**config.mk**
```make
export PLATFORM = sky130hd
export DESIGN_NAME = sequential_shift_add_multiplier_256bit
export DESIGN_NICKNAME = d
export VERILOG_FILES = /design/src/rtl/sequential_shift_add_multiplier_256bit_pkg.sv /design/src/rtl/sequential_shift_add_multiplier_256bit_cla.sv /design/src/rtl/sequential_shift_add_multiplier_256bit.sv
export SDC_FILE = /design/constraint.sdc
export NUM_CORES = 2
export LEC_CHECK = 0
export CAP_MARGIN = 10
export CORE_AREA = 4 4 406 408
export CTS_BUF_LIST = sky130_fd_sc_hd__clkbuf_4 sky130_fd_sc_hd__clkbuf_8 sky130_fd_sc_hd__clkbuf_16
export CTS_CLUSTER_DIAMETER = 40
export DETAILED_ROUTE_END_ITERATION = 10
export DIE_AREA = 0 0 410 412
export SETUP_SLACK_MARGIN = 0.05
export SYNTH_ARGS = -nofsm -noshare
export SYNTH_HDL_FRONTEND = slang
export SYNTH_SLANG_ARGS = --single-unit
export TNS_END_PERCENT = 30
```
**constraint.sdc**
```tcl
create_clock -name clk -period 12.4 [get_ports clk]
set_clock_uncertainty 0.05 [all_clocks]
set_input_delay 2.48 -clock clk [delete_from_list [all_inputs] [get_ports clk]]
set_output_delay 2.48 -clock clk [all_outputs]
set_load 0.03 [all_outputs]
```
**src/rtl/sequential_shift_add_multiplier_256bit_pkg.sv**
```systemverilog
// Shared constants for the 256-bit sequential shift-add multiplier.
// The state encodings match the companion non-restoring divider wherever
// they coincide, so done = state[2] holds for both blocks.
//   STATE_IDLE / STATE_CALC / STATE_DONE : FSM encodings
//   MUL_WIDTH                            : operand width
//   ITER_TERM                            : iteration count at completion
package sequential_shift_add_multiplier_256bit_pkg;

    localparam int unsigned MUL_WIDTH = 256;
    localparam logic [8:0]  ITER_TERM = 9'd256;

    typedef enum logic [2:0] {
        STATE_IDLE = 3'b000,
        STATE_CALC = 3'b001,
        STATE_DONE = 3'b100
    } mul_state_e;

endpackage

```
**src/rtl/sequential_shift_add_multiplier_256bit_cla.sv**
```systemverilog
// cla_adder_256: 256-bit carry-lookahead adder with carry out.
// Bits are grouped by four. Each group produces generate/propagate terms,
// and group carries are formed from those terms. Inside a group every bit
// carry is expanded directly from the group carry-in.
//   a_i, b_i : addends
//   cin_i    : carry in
//   sum_o    : 256-bit sum
//   cout_o   : carry out of bit 255
module cla_adder_256 (
    input  logic [255:0] a_i,
    input  logic [255:0] b_i,
    input  logic         cin_i,
    output logic [255:0] sum_o,
    output logic         cout_o
);

    logic [255:0] g;
    logic [255:0] p;

    assign g = a_i & b_i;
    assign p = a_i ^ b_i;

    always_comb begin : lookahead
        logic [64:0]  gc;
        logic [255:0] c;
        gc    = '0;
        c     = '0;
        gc[0] = cin_i;
        for (int k = 0; k < 64; k++) begin
            c[4*k]     = gc[k];
            c[4*k + 1] = g[4*k] | (p[4*k] & gc[k]);
            c[4*k + 2] = g[4*k + 1]
                       | (p[4*k + 1] & g[4*k])
                       | (p[4*k + 1] & p[4*k] & gc[k]);
            c[4*k + 3] = g[4*k + 2]
                       | (p[4*k + 2] & g[4*k + 1])
                       | (p[4*k + 2] & p[4*k + 1] & g[4*k])
                       | (p[4*k + 2] & p[4*k + 1] & p[4*k] & gc[k]);
            gc[k + 1]  = g[4*k + 3]
                       | (p[4*k + 3] & g[4*k + 2])
                       | (p[4*k + 3] & p[4*k + 2] & g[4*k + 1])
                       | (p[4*k + 3] & p[4*k + 2] & p[4*k + 1] & g[4*k])
                       | (p[4*k + 3] & p[4*k + 2] & p[4*k + 1] & p[4*k] & gc[k]);
        end
        sum_o  = p ^ c;
        cout_o = gc[64];
    end

endmodule

```
**src/rtl/sequential_shift_add_multiplier_256bit.sv**
```systemverilog
// Unsigned 256x256 radix-2 shift-add multiplier with a 512-bit product.
// It performs one add+shift step per clock, so a run takes 256 CALC cycles.
//   clk, reset_n   : clock, async active-low reset
//   start          : load request, honoured only in IDLE or DONE
//   multiplicand_m : multiplicand, captured on the load edge
//   multiplier_q   : multiplier, captured on the load edge
//   product        : {a_reg, q_reg}; the final value is valid while done=1
//   done           : state[2]
//   busy           : high while in CALC
//   state_out      : current FSM encoding
//   count_out      : completed iteration count
//
// Handshake: a load edge is a rising edge on which start=1 and the block
// is in IDLE or DONE. The operands are captured on that edge. While busy
// is high, start and the operand inputs are ignored. Exactly 256 edges
// later done rises, and it stays high until the next load edge or reset.
module sequential_shift_add_multiplier_256bit
    import sequential_shift_add_multiplier_256bit_pkg::*;
(
    input  logic         clk,
    input  logic         reset_n,
    input  logic         start,
    input  logic [255:0] multiplicand_m,
    input  logic [255:0] multiplier_q,
    output logic [511:0] product,
    output logic         done,
    output logic         busy,
    output logic [2:0]   state_out,
    output logic [8:0]   count_out
);

    mul_state_e   state_q, state_d;
    logic [255:0] m_q, m_d;
    logic [255:0] a_q, a_d;
    logic [255:0] q_q, q_d;
    logic [8:0]   count_q, count_d;

    logic [255:0] addend;
    logic [255:0] sum;
    logic         carry;

    // The multiplicand is added only when the multiplier LSB is set.
    assign addend = q_q[0] ? m_q : '0;

    cla_adder_256 u_cla (
        .a_i    (a_q),
        .b_i    (addend),
        .cin_i  (1'b0),
        .sum_o  (sum),
        .cout_o (carry)
    );

    always_comb begin
        state_d = state_q;
        m_d     = m_q;
        a_d     = a_q;
        q_d     = q_q;
        count_d = count_q;
        case (state_q)
            STATE_IDLE, STATE_DONE: begin
                if (start) begin
                    m_d     = multiplicand_m;
                    a_d     = '0;
                    q_d     = multiplier_q;
                    count_d = '0;
                    state_d = STATE_CALC;
                end
            end
            STATE_CALC: begin
                // The carry enters the top bit of a_reg as the 257-bit sum
                // shifts right; dropping it would corrupt large products.
                {a_d, q_d} = {carry, sum, q_q[255:1]};
                count_d    = count_q + 9'd1;
                if (count_q == ITER_TERM - 9'd1) begin
                    state_d = STATE_DONE;
                end
            end
            default: begin
                state_d = STATE_IDLE;
            end
        endcase
    end

    always_ff @(posedge clk or negedge reset_n) begin
        if (!reset_n) begin
            state_q <= STATE_IDLE;
            m_q     <= '0;
            a_q     <= '0;
            q_q     <= '0;
            count_q <= '0;
        end else begin
            state_q <= state_d;
            m_q     <= m_d;
            a_q     <= a_d;
            q_q     <= q_d;
            count_q <= count_d;
        end
    end

    assign product   = {a_q, q_q};
    assign done      = state_q[2];
    assign busy      = (state_q == STATE_CALC);
    assign state_out = state_q;
    assign count_out = count_q;

endmodule

```
==> results.json <==
{
  "clock_latency_ns": 0.77,
  "grt_pass1_vias": 39171,
  "cts.sinks": 779,
  "max-cap-violations": 0,
  "tns_ns": 0,
  "setup_violations": 0,
  "worstPathRequired_ns": 12.92,
  "rsz0062_at_grt": "no",
  "avgSynthCellArea_um2": 9.14,
  "wire_per_inst_um": 22.4,
  "firstDrtPassIters": 8,
  "h-tree-depth": 4,
  "cp_max_fo": 71,
  "grt-ovfl-total": 0,
  "layout.nets": 6478,
  "report.final.slew_viol_count": 0,
  "power_density_nw_per_um2": 219,
  "leakagePower_nw": 28.2,
  "post-route-util": 0.377,
  "grt_max_degree": 205,
  "vias": 38774,
  "hold_viol": 0,
  "n_fill_cell": 16244,
  "finalWirelength_um": 179000,
  "cts_tree": "done",
  "final_cell_mix": "nand2_1, clkdlybuf4s50_1, dfrtp_1",
  "antenna_found_initial": 64,
  "synth-seq-cells": 779,
  "tightest_slew_ns": 1.15,
  "crit_type": "register to register",
  "drt_iter0_markers": 2480,
  "grt_pass1_wl_um": 261000,
  "antenna_left": 0,
  "grt_use_total": 0.204,
  "critPathMostFrequentCell": "o21ai_0",
  "core_um2": 162000,
  "avgViaCountPerCell": 4.86,
  "critical-path-slowest-cell": "o31ai_1",
  "async_flop_share": 1.00,
  "num_rows": 148,
  "synth_flop_cell": "dfrtp_1",
  "dieHeight_um": 412,
  "ys_types": 87,
  "path_cells": "buf_4 > buf_4 > and2_1 > ha_1 > a21oi_1 > o21ai_0 > nand3_1 > a31oi_1 > o21ai_0 > nand4_2 > o31ai_1 > a31oi_1 > nor2_1 > o31a_1 > inv_1 > a21o_1 > fa_1 > xnor2_1 > o21ai_0",
  "synth_edf_count": 0,
  "io_buffers": 1039,
  "synthCells": 4638,
  "slew_headroom": 0.232,
  "start_util": 0.262,
  "synthesis.nets": 5475,
  "clkSlewWorstSetupHoldPaths_ns": 0.05,
  "slowest_delay_ns": 0.93,
  "die_area_um2": 169000,
  "layout_commonest_cell": "nand2_1",
  "finalCritPeriodShare": 0.551,
  "critical_path_buf_inv_count": 3,
  "crit_family": "compound AO/OA/AOI/OAI gates",
  "cts_hold_buffers": 0,
  "yosysWarnings": 0,
  "max_freq_ghz": 0.146,
  "clockBufferDepth": 3,
  "drive_gt1_frac": 0.0662,
  "root_buffer": "clkbuf_16",
  "peakVddDrop_uv": 142,
  "cts_resized": 0,
  "cts-buffers-inserted": 162,
  "synth_area_um2": 42400,
  "dpl.hpwl_um": 135000,
  "end_kind": "register",
  "area_growth_pct": 43.8,
  "hold_path_class": "register to register",
  "gp_congestion": 0.905,
  "cts_setup_buffers": 0,
  "status": "finished, final reports clean",
  "drcViolationCount": 0,
  "fin_crit_ns": 6.83,
  "ioPinCount": 1041,
  "ys_seq_area_frac": 0.460,
  "arrival_ns": 7.35,
  "die_x_um": 410,
  "start_kind": "register"
}
[synthesized netlist by cell type, types with 12 or more instances]
master | n | area [um2]
nand2_1 | 1548 | 5810
dfrtp_1 | 779 | 19500
and2_1 | 268 | 1680
ha_1 | 258 | 3230
a22oi_1 | 255 | 1910
o21ai_0 | 226 | 1130
clkbuf_1 | 224 | 841
a21oi_1 | 154 | 771
a21o_1 | 100 | 751
xnor2_1 | 100 | 876
a22o_1 | 84 | 736
nor2_1 | 77 | 289
xor2_1 | 67 | 587
fa_1 | 64 | 1280
nand3_1 | 43 | 215
inv_1 | 41 | 154
nand4_1 | 34 | 213
nand2b_1 | 21 | 131
nor3_1 | 20 | 100
o21ai_1 | 19 | 95.1
or3_1 | 18 | 113
and4_1 | 14 | 123
o21a_1 | 14 | 105
a31oi_1 | 13 | 81.3
a32o_1 | 12 | 120
o21bai_1 | 12 | 90.1
o31ai_1 | 12 | 90.1
or2_2 | 12 | 75.1
[final cells by class]
type	count	area [um2]	share of cell area
Tap cell	2175	2720	0.0447
Multi-Input combinational cell	3586	21900	0.359
Sequential cell	779	19500	0.320
Inverter	41	161	0.00265
Antenna cell	28	70.1	0.00115
Clock inverter	94	1350	0.0221
Timing Repair Buffer	1071	10700	0.176
Clock buffer	203	4560	0.0748
[through the flow]
stage / instance area (um2) / hold slack (ns) / power (mW) / std cells / setup WS [ns]
floorplan: 42400 / 0.387 / 6.43 / 4638 / 7.72
global placement: 55000 / 0.403 / 8.64 / 7652 / 5.60
detailed placement: 55000 / 0.404 / 8.71 / 7652 / 5.54
CTS: 60900 / 0.416 / 13.5 / 7949 / 5.53
global route: 60900 / 0.433 / 14.0 / 7950 / 5.10
finish: 60900 / 0.410 / 13.3 / 7977 / 5.57
[worst min-delay path, delay by kind of cell (launching register included)]
kind,cells,cell delay (ns)
simple gates,2,0.10
flops,1,0.33
[kinds of logic after synthesis]
family          share of synthesized area
fa+ha+maj                           0.106
flops                               0.460
mux                              0.000236
xor+xnor                           0.0345
simple gates                        0.215
other cells                     0.0000885
buf+inv                            0.0251
compound gates                      0.159
[metal layers]
metal,wire length [um],GRT usage
met1,70000,0.239
met2,85100,0.341
met3,14600,0.0701
met4,8700,0.0882
met5,405,0
[path summary, 6_finish.rpt]
check / from / end / slack (ns) / depth (start not counted)
setup / recovery: q_q[0] / a_q[224] / 5.57 / 19
hold / removal: m_q[116] / m_q[116] / 0.41 / 2
setup reg to reg: q_q[0] / a_q[224] / 5.57 / 19
hold reg to reg: m_q[116] / m_q[116] / 0.41 / 2
max in group asynchronous: reset_n / a_q[41] / 8.54 / 3
min in group asynchronous: reset_n / q_q[54] / 1.68 / 1
[flip-flops by register name (all words and copies together) (netlist names)]
register   flops
a_q          256
count_out      9
q_q          256
m_q          256
state_out      2
[report_power, final]
part	switching [mW]	total (mW)	internal, mW	leakage (nW)
combinational	2.84	4.87	2.03	15.7
clock	1.56	4.66	3.10	2.86
sequential	0.656	3.79	3.14	9.62
total	5.06	13.3	8.26	28.2
Power figures use the tool's default switching activity.
